File: src/rtl/mem_arbiter_pkg.sv
// Shared types for the instruction/data memory arbiter: access size codes,
// FSM states and the round-robin grant marker.
package mem_arbiter_pkg;

    typedef enum logic [2:0] {
        MSIZE_B  = 3'b000,
        MSIZE_H  = 3'b001,
        MSIZE_W  = 3'b010,
        MSIZE_D  = 3'b011,
        MSIZE_BU = 3'b100,
        MSIZE_HU = 3'b101,
        MSIZE_WU = 3'b110
    } msize_t;

    typedef enum logic [1:0] {
        ST_IDLE   = 2'd0,
        ST_I_BUSY = 2'd1,
        ST_D_BUSY = 2'd2,
        ST_RESP   = 2'd3
    } arb_state_t;

    typedef enum logic {
        GRANT_I = 1'b0,
        GRANT_D = 1'b1
    } grant_t;

endpackage

File: src/rtl/mem_arbiter.sv
// Two-way round-robin arbiter sharing one memory bus between instruction fetch
// and data access. One transaction at a time; every output is a flop.
//
// state  | meaning
// IDLE   | no transaction; arbitrate pending requests
// I_BUSY | fetch outstanding on the bus, waiting for bus_done
// D_BUSY | data access outstanding on the bus, waiting for bus_done
// RESP   | one-cycle ok pulse to the served requester, no arbitration
module mem_arbiter
    import mem_arbiter_pkg::*;
#(
    parameter int ADDR_W = 64,
    parameter int DATA_W = 64
) (
    input  logic                clk,
    input  logic                rst,
    input  logic                ireq_valid,
    input  logic [ADDR_W-1:0]   ireq_addr,
    output logic                iresp_ok,
    output logic [31:0]         iresp_data,
    input  logic                dreq_valid,
    input  logic                dreq_we,
    input  logic [ADDR_W-1:0]   dreq_addr,
    input  logic [2:0]          dreq_size,
    input  logic [DATA_W/8-1:0] dreq_strobe,
    input  logic [DATA_W-1:0]   dreq_wdata,
    output logic                dresp_ok,
    output logic [DATA_W-1:0]   dresp_data,
    output logic                bus_valid,
    output logic                bus_we,
    output logic [ADDR_W-1:0]   bus_addr,
    output logic [2:0]          bus_size,
    output logic [DATA_W/8-1:0] bus_strobe,
    output logic [DATA_W-1:0]   bus_wdata,
    input  logic                bus_done,
    input  logic [DATA_W-1:0]   bus_rdata
);

    arb_state_t          state_q, state_d;
    grant_t              last_grant_q, last_grant_d;
    logic                bus_valid_q, bus_valid_d;
    logic                bus_we_q, bus_we_d;
    logic [ADDR_W-1:0]   bus_addr_q, bus_addr_d;
    logic [2:0]          bus_size_q, bus_size_d;
    logic [DATA_W/8-1:0] bus_strobe_q, bus_strobe_d;
    logic [DATA_W-1:0]   bus_wdata_q, bus_wdata_d;
    logic                iresp_ok_q, iresp_ok_d;
    logic [31:0]         iresp_data_q, iresp_data_d;
    logic                dresp_ok_q, dresp_ok_d;
    logic [DATA_W-1:0]   dresp_data_q, dresp_data_d;

    always_comb begin
        state_d      = state_q;
        last_grant_d = last_grant_q;
        bus_valid_d  = bus_valid_q;
        bus_we_d     = bus_we_q;
        bus_addr_d   = bus_addr_q;
        bus_size_d   = bus_size_q;
        bus_strobe_d = bus_strobe_q;
        bus_wdata_d  = bus_wdata_q;
        iresp_ok_d   = 1'b0;
        iresp_data_d = iresp_data_q;
        dresp_ok_d   = 1'b0;
        dresp_data_d = dresp_data_q;

        case (state_q)
            ST_IDLE: begin
                // On a tie the side that did not win last time goes first.
                if (ireq_valid && (!dreq_valid || last_grant_q == GRANT_D)) begin
                    state_d      = ST_I_BUSY;
                    last_grant_d = GRANT_I;
                    bus_valid_d  = 1'b1;
                    bus_we_d     = 1'b0;
                    bus_addr_d   = ireq_addr;
                    bus_size_d   = MSIZE_W;
                    bus_strobe_d = '0;
                    bus_wdata_d  = '0;
                end else if (dreq_valid) begin
                    state_d      = ST_D_BUSY;
                    last_grant_d = GRANT_D;
                    bus_valid_d  = 1'b1;
                    bus_we_d     = dreq_we;
                    bus_addr_d   = dreq_addr;
                    bus_size_d   = dreq_size;
                    bus_strobe_d = dreq_strobe;
                    bus_wdata_d  = dreq_wdata;
                end
            end
            ST_I_BUSY: begin
                if (bus_done) begin
                    state_d      = ST_RESP;
                    bus_valid_d  = 1'b0;
                    iresp_ok_d   = 1'b1;
                    // Latched address keeps lane selection valid even if the fetch dropped.
                    iresp_data_d = bus_addr_q[2] ? bus_rdata[63:32] : bus_rdata[31:0];
                end
            end
            ST_D_BUSY: begin
                if (bus_done) begin
                    state_d      = ST_RESP;
                    bus_valid_d  = 1'b0;
                    dresp_ok_d   = 1'b1;
                    dresp_data_d = bus_rdata;
                end
            end
            ST_RESP: state_d = ST_IDLE;
            default: state_d = ST_IDLE;
        endcase
    end

    always_ff @(posedge clk or posedge rst) begin
        if (rst) begin
            state_q      <= ST_IDLE;
            last_grant_q <= GRANT_D;
            bus_valid_q  <= 1'b0;
            bus_we_q     <= 1'b0;
            bus_addr_q   <= '0;
            bus_size_q   <= '0;
            bus_strobe_q <= '0;
            bus_wdata_q  <= '0;
            iresp_ok_q   <= 1'b0;
            iresp_data_q <= '0;
            dresp_ok_q   <= 1'b0;
            dresp_data_q <= '0;
        end else begin
            state_q      <= state_d;
            last_grant_q <= last_grant_d;
            bus_valid_q  <= bus_valid_d;
            bus_we_q     <= bus_we_d;
            bus_addr_q   <= bus_addr_d;
            bus_size_q   <= bus_size_d;
            bus_strobe_q <= bus_strobe_d;
            bus_wdata_q  <= bus_wdata_d;
            iresp_ok_q   <= iresp_ok_d;
            iresp_data_q <= iresp_data_d;
            dresp_ok_q   <= dresp_ok_d;
            dresp_data_q <= dresp_data_d;
        end
    end

    assign bus_valid  = bus_valid_q;
    assign bus_we     = bus_we_q;
    assign bus_addr   = bus_addr_q;
    assign bus_size   = bus_size_q;
    assign bus_strobe = bus_strobe_q;
    assign bus_wdata  = bus_wdata_q;
    assign iresp_ok   = iresp_ok_q;
    assign iresp_data = iresp_data_q;
    assign dresp_ok   = dresp_ok_q;
    assign dresp_data = dresp_data_q;

endmodule
File: config.mk
export PLATFORM = sky130hd
export DESIGN_NAME = mem_arbiter
export DESIGN_NICKNAME = d
export VERILOG_FILES = /design/src/rtl/mem_arbiter_pkg.sv /design/src/rtl/mem_arbiter.sv
export SDC_FILE = /design/constraint.sdc
export NUM_CORES = 1
export LEC_CHECK = 0
export ABC_AREA = 1
export BUFFER_PORTS_ARGS = -buffer_cell sky130_fd_sc_hd__buf_4
export CAP_MARGIN = 20
export CORE_AREA = 10 10 189 191
export DETAILED_ROUTE_END_ITERATION = 10
export DIE_AREA = 0 0 199 201
export HOLD_SLACK_MARGIN = 0.03
export PLACE_DENSITY = 0.7
export SYNTH_ARGS = -nofsm -noshare
export SYNTH_HDL_FRONTEND = slang
export SYNTH_SLANG_ARGS = --single-unit
File: constraint.sdc
create_clock -name clk -period 22.9 [get_ports clk]
set_clock_uncertainty 0.15 [all_clocks]
set_input_delay 3.435 -clock clk [delete_from_list [all_inputs] [get_ports clk]]
set_output_delay 3.435 -clock clk [all_outputs]
set_load 0.02 [all_outputs]
==> results.rst <==
.. list-table::
   :header-rows: 1

   * - Metric
     - Value
   * - Leakage power
     - 8.49 nW
   * - Filler Cells Inserted
     - 3112
   * - Finished Layout Cells
     - 2194
   * - Largest area contributor in the netlist
     - dfrtp_1
   * - Routed Antenna Nets
     - 0
   * - Dominant cell by count in the synthesized netlist
     - nand2_1
   * - Setup crit end kind
     - flip-flop
   * - Largest buffer count on any clock path
     - 3
   * - Cell type with the highest occurrence count on the critical path
     - buf_4
   * - Met1 Usage GRT
     - 21.6%
   * - Worst-case setup margin in the final layout
     - 17200 ps
   * - Pin count of the biggest net entering global routing
     - 119
   * - Flip-flop and latch count after synthesis
     - 242
   * - Insertion delay of the later-clocked pin in the worst-skew pair
     - 540 ps
   * - Clock-pin slew on the worst setup and hold paths
     - 60 ps
   * - Async set-or-reset flop fraction in the synthesized netlist
     - 100%
   * - Root buffer cell
     - clkbuf_16
   * - Area share of the leading cell type in the synthesized netlist
     - 58.0%
   * - Path class of the lowest-slack min-delay path
     - flip-flop to flip-flop
   * - Die outline width
     - 199 um
   * - List of most frequent post-synthesis cells
     - nand2_1 (767), dfrtp_1 (241), o21ai_1 (71)
   * - Critical Path AT
     - 5930 ps
   * - Cell count of the worst hold path
     - 2
   * - Most crowded layer after global routing
     - met2
   * - Flip-flop cell with the highest count after synthesis
     - dfrtp_1
   * - Area used by multi-input combinational logic
     - 3870 sq um
   * - Area contributors post-synth
     - dfrtp_1 (58%), nand2_1 (28%), o21ai_1 (3.4%)
   * - Total power draw
     - 0.00222 W
   * - Yosys synthesis warning count
     - 0
   * - Top achievable clock speed
     - 175 MHz
   * - Worst max-slew margin expressed relative to the limit
     - 28.1%
   * - Worst Max-Slew Pin Slew
     - 1080 ps
   * - Worst r2r dst
     - bus_addr[2]
   * - Count of hold-fix buffers inserted at cts
     - 0
   * - Setup TNS
     - 0 ps
   * - Clock sink count
     - 242
   * - Drt wl/cell
     - 18.0 um
   * - TritonCTS clock tree
     - yes
   * - Post-CTS setup buffer count
     - 0
   * - Outcome
     - completed
   * - Total vias in the final route
     - 10.2k
   * - CTS Buf Count
     - 27
   * - Placement Setup Slack
     - 16650 ps
   * - Global-route wire length before repair
     - 59900 um
   * - R2R depth
     - 7
   * - Worst setup SP type
     - input port
   * - RSZ-0062 raised after global routing
     - no
   * - Tightest hold margin
     - 327 ps
   * - DRC violations left
     - 0
   * - Via count of the first global-routing pass
     - 10.3k
   * - Unique cell type count in the Yosys netlist
     - 20
   * - Effective utilization at floorplan
     - 32.5%
   * - Met2 Track Usage GR
     - 32.1%
   * - Top-level I/O count
     - 512
   * - Floorplan die area
     - 40000 sq um
   * - Floorplan die height
     - 201 um
   * - Gpl congestion
     - 0.847
   * - Global routing usage on met3
     - 6.67%
   * - Pwr/cell area
     - 145 nW/um^2
   * - Setup violation total in the final timing report
     - 0
   * - First-pass detailed-route iteration total
     - 5
   * - Max FO, Critical Path
     - 93
   * - Instance count of the mapped netlist
     - 1294
   * - Placed insts
     - 2145
   * - Number of maximum-capacitance violations
     - 0
   * - Overall global routing resource usage
     - 18.8%
   * - Min-delay src
     - dresp_data[11]
   * - R2r startpoint
     - last_grant_q
   * - Net count, final
     - 2044
   * - Number of flops mapped to enable cells by yosys
     - 0
   * - Resize count post-CTS
     - 0
   * - Register-to-register setup slack
     - 19650 ps
   * - H-tree levels
     - 1
   * - Core region area
     - 32000 sq um
   * - Maximum ir drop on the vdd rail
     - 57.5 uV
   * - Net count after synthesis
     - 1571
   * - Capture endpoint of the worst hold path
     - dresp_data[11]
   * - Detailed-route wire length
     - 39400 um
   * - Synth Cell Area
     - 10400 sq um
   * - Antenna violations before repair
     - 0
   * - Crit-path max cell delay
     - 780 ps
   * - Slowest library cell on the worst path
     - a21boi_4
   * - Final period demand of the worst path
     - 5700 ps
   * - Part of the cycle the worst path needs
     - 24.9%
   * - Half-perimeter wire length after placement
     - 29000 um
   * - Layout-stage area growth over the synthesis result
     - 47.2%
   * - Share of layout cells above drive strength 1
     - 32.2%
   * - Gr ovfl total
     - 0
   * - Critical path type
     - input port to flip-flop
   * - Number of endpoints with negative hold slack in the final report
     - 0
   * - CP cell instances
     - buf_4 -> nand2_2 -> nand2_4 -> buf_4 -> a21boi_4 -> buf_4 -> o21ai_0
   * - Port Buf Inserts
     - 511
   * - Required time reported for the critical path endpoint
     - 23130 ps
   * - Post-Synthesis Mean Instance Area
     - 8.04 sq um
   * - Row Count
     - 66
   * - Initial drt markers
     - 560
   * - Seq/Total Area, Yosys
     - 58.2%
   * - Number of pins with negative max-slew slack in the final report
     - 0
   * - Via count normalized by instance count
     - 4.64
   * - Combined flip-flop and latch cell area
     - 6060 sq um
placed cells by master (no fill, tap or decap), drive strengths merged, types with 2 or more instances in the layout:
master,count
bufinv,2
nand2,771
ha,4
clkbuf,38
dfrtp,241
o21ai,79
buf,523
nand3,5
inv,14
nor2,34
clkinv,6
a21oi,65
cell type report:
cell class                 instances  area share, %
sequential                       242           39.5
timing repair buffer             523           25.8
multi-input combinational        960           25.3
clock buffer                      38           5.01
tap                              408           3.33
clock inverter                     9          0.694
inverter                          13          0.368
antenna                            1         0.0163
critical path, delay by kind of cell:
family	cells	cell delay, ps
and+or+nand+nor	2	400
AOI/OAI and AO/OA	2	920
buffers and inverters	3	1120
cell families after synthesis:
kind of cell / count (synthesis) / synth area share, %
buffers and inverters: 92 / 4.74
flip-flops: 242 / 58.2
AND/OR/NAND/NOR: 811 / 29.5
adder cells (fa/ha/maj): 4 / 0.481
AO/OA/AOI/OAI: 145 / 7.03
per-stage QoR:
stage,util (%),instance area (sq um)
floorplan,-,10400
global placement,45.0,14400
detailed placement,45.0,14400
CTS,47.7,15300
global route,47.8,15300
finish,47.8,15300
worst max-delay path by stage:
stage / startpoint / end / slack, ps / depth (start not counted)
CTS: dreq_valid / bus_addr[2] / 17220 / 7
global route: dreq_valid / bus_addr[2] / 16970 / 8
finish: dreq_valid / bus_addr[2] / 17200 / 7
floorplan: rst / bus_addr[0] / 12670 / 1
global placement: dreq_valid / bus_addr[2] / 16740 / 7
detailed placement: dreq_valid / bus_addr[2] / 16650 / 7
registers in the layout, indices dropped and copies added (netlist names):
register / cells
bus_addr: 64
bus_wdata: 64
dresp_data: 64
iresp_data: 32
bus_strobe: 8
bus_size: 3
state_q: 2
bus_valid: 1
bus_we: 1
dresp_ok: 1
iresp_ok: 1
last_grant_q: 1
power by group:
group          internal [W]  switching, W  leakage (nW)
clock              0.000255      0.000175         0.432
combinational      0.000401      0.000661          5.05
sequential         0.000623      0.000108          3.01
total               0.00128      0.000944          8.49
routing by layer:
| layer | routed length (um) | up-vias |
|---|---|---|
| met4 | 938 | 0 |
| met2 | 19400 | 426 |
| met1 | 15100 | 4751 |
| met3 | 3980 | 60 |
| met5 | 0 | - |
| li1 | - | 4942 |
(Power assumes the default switching activity.)
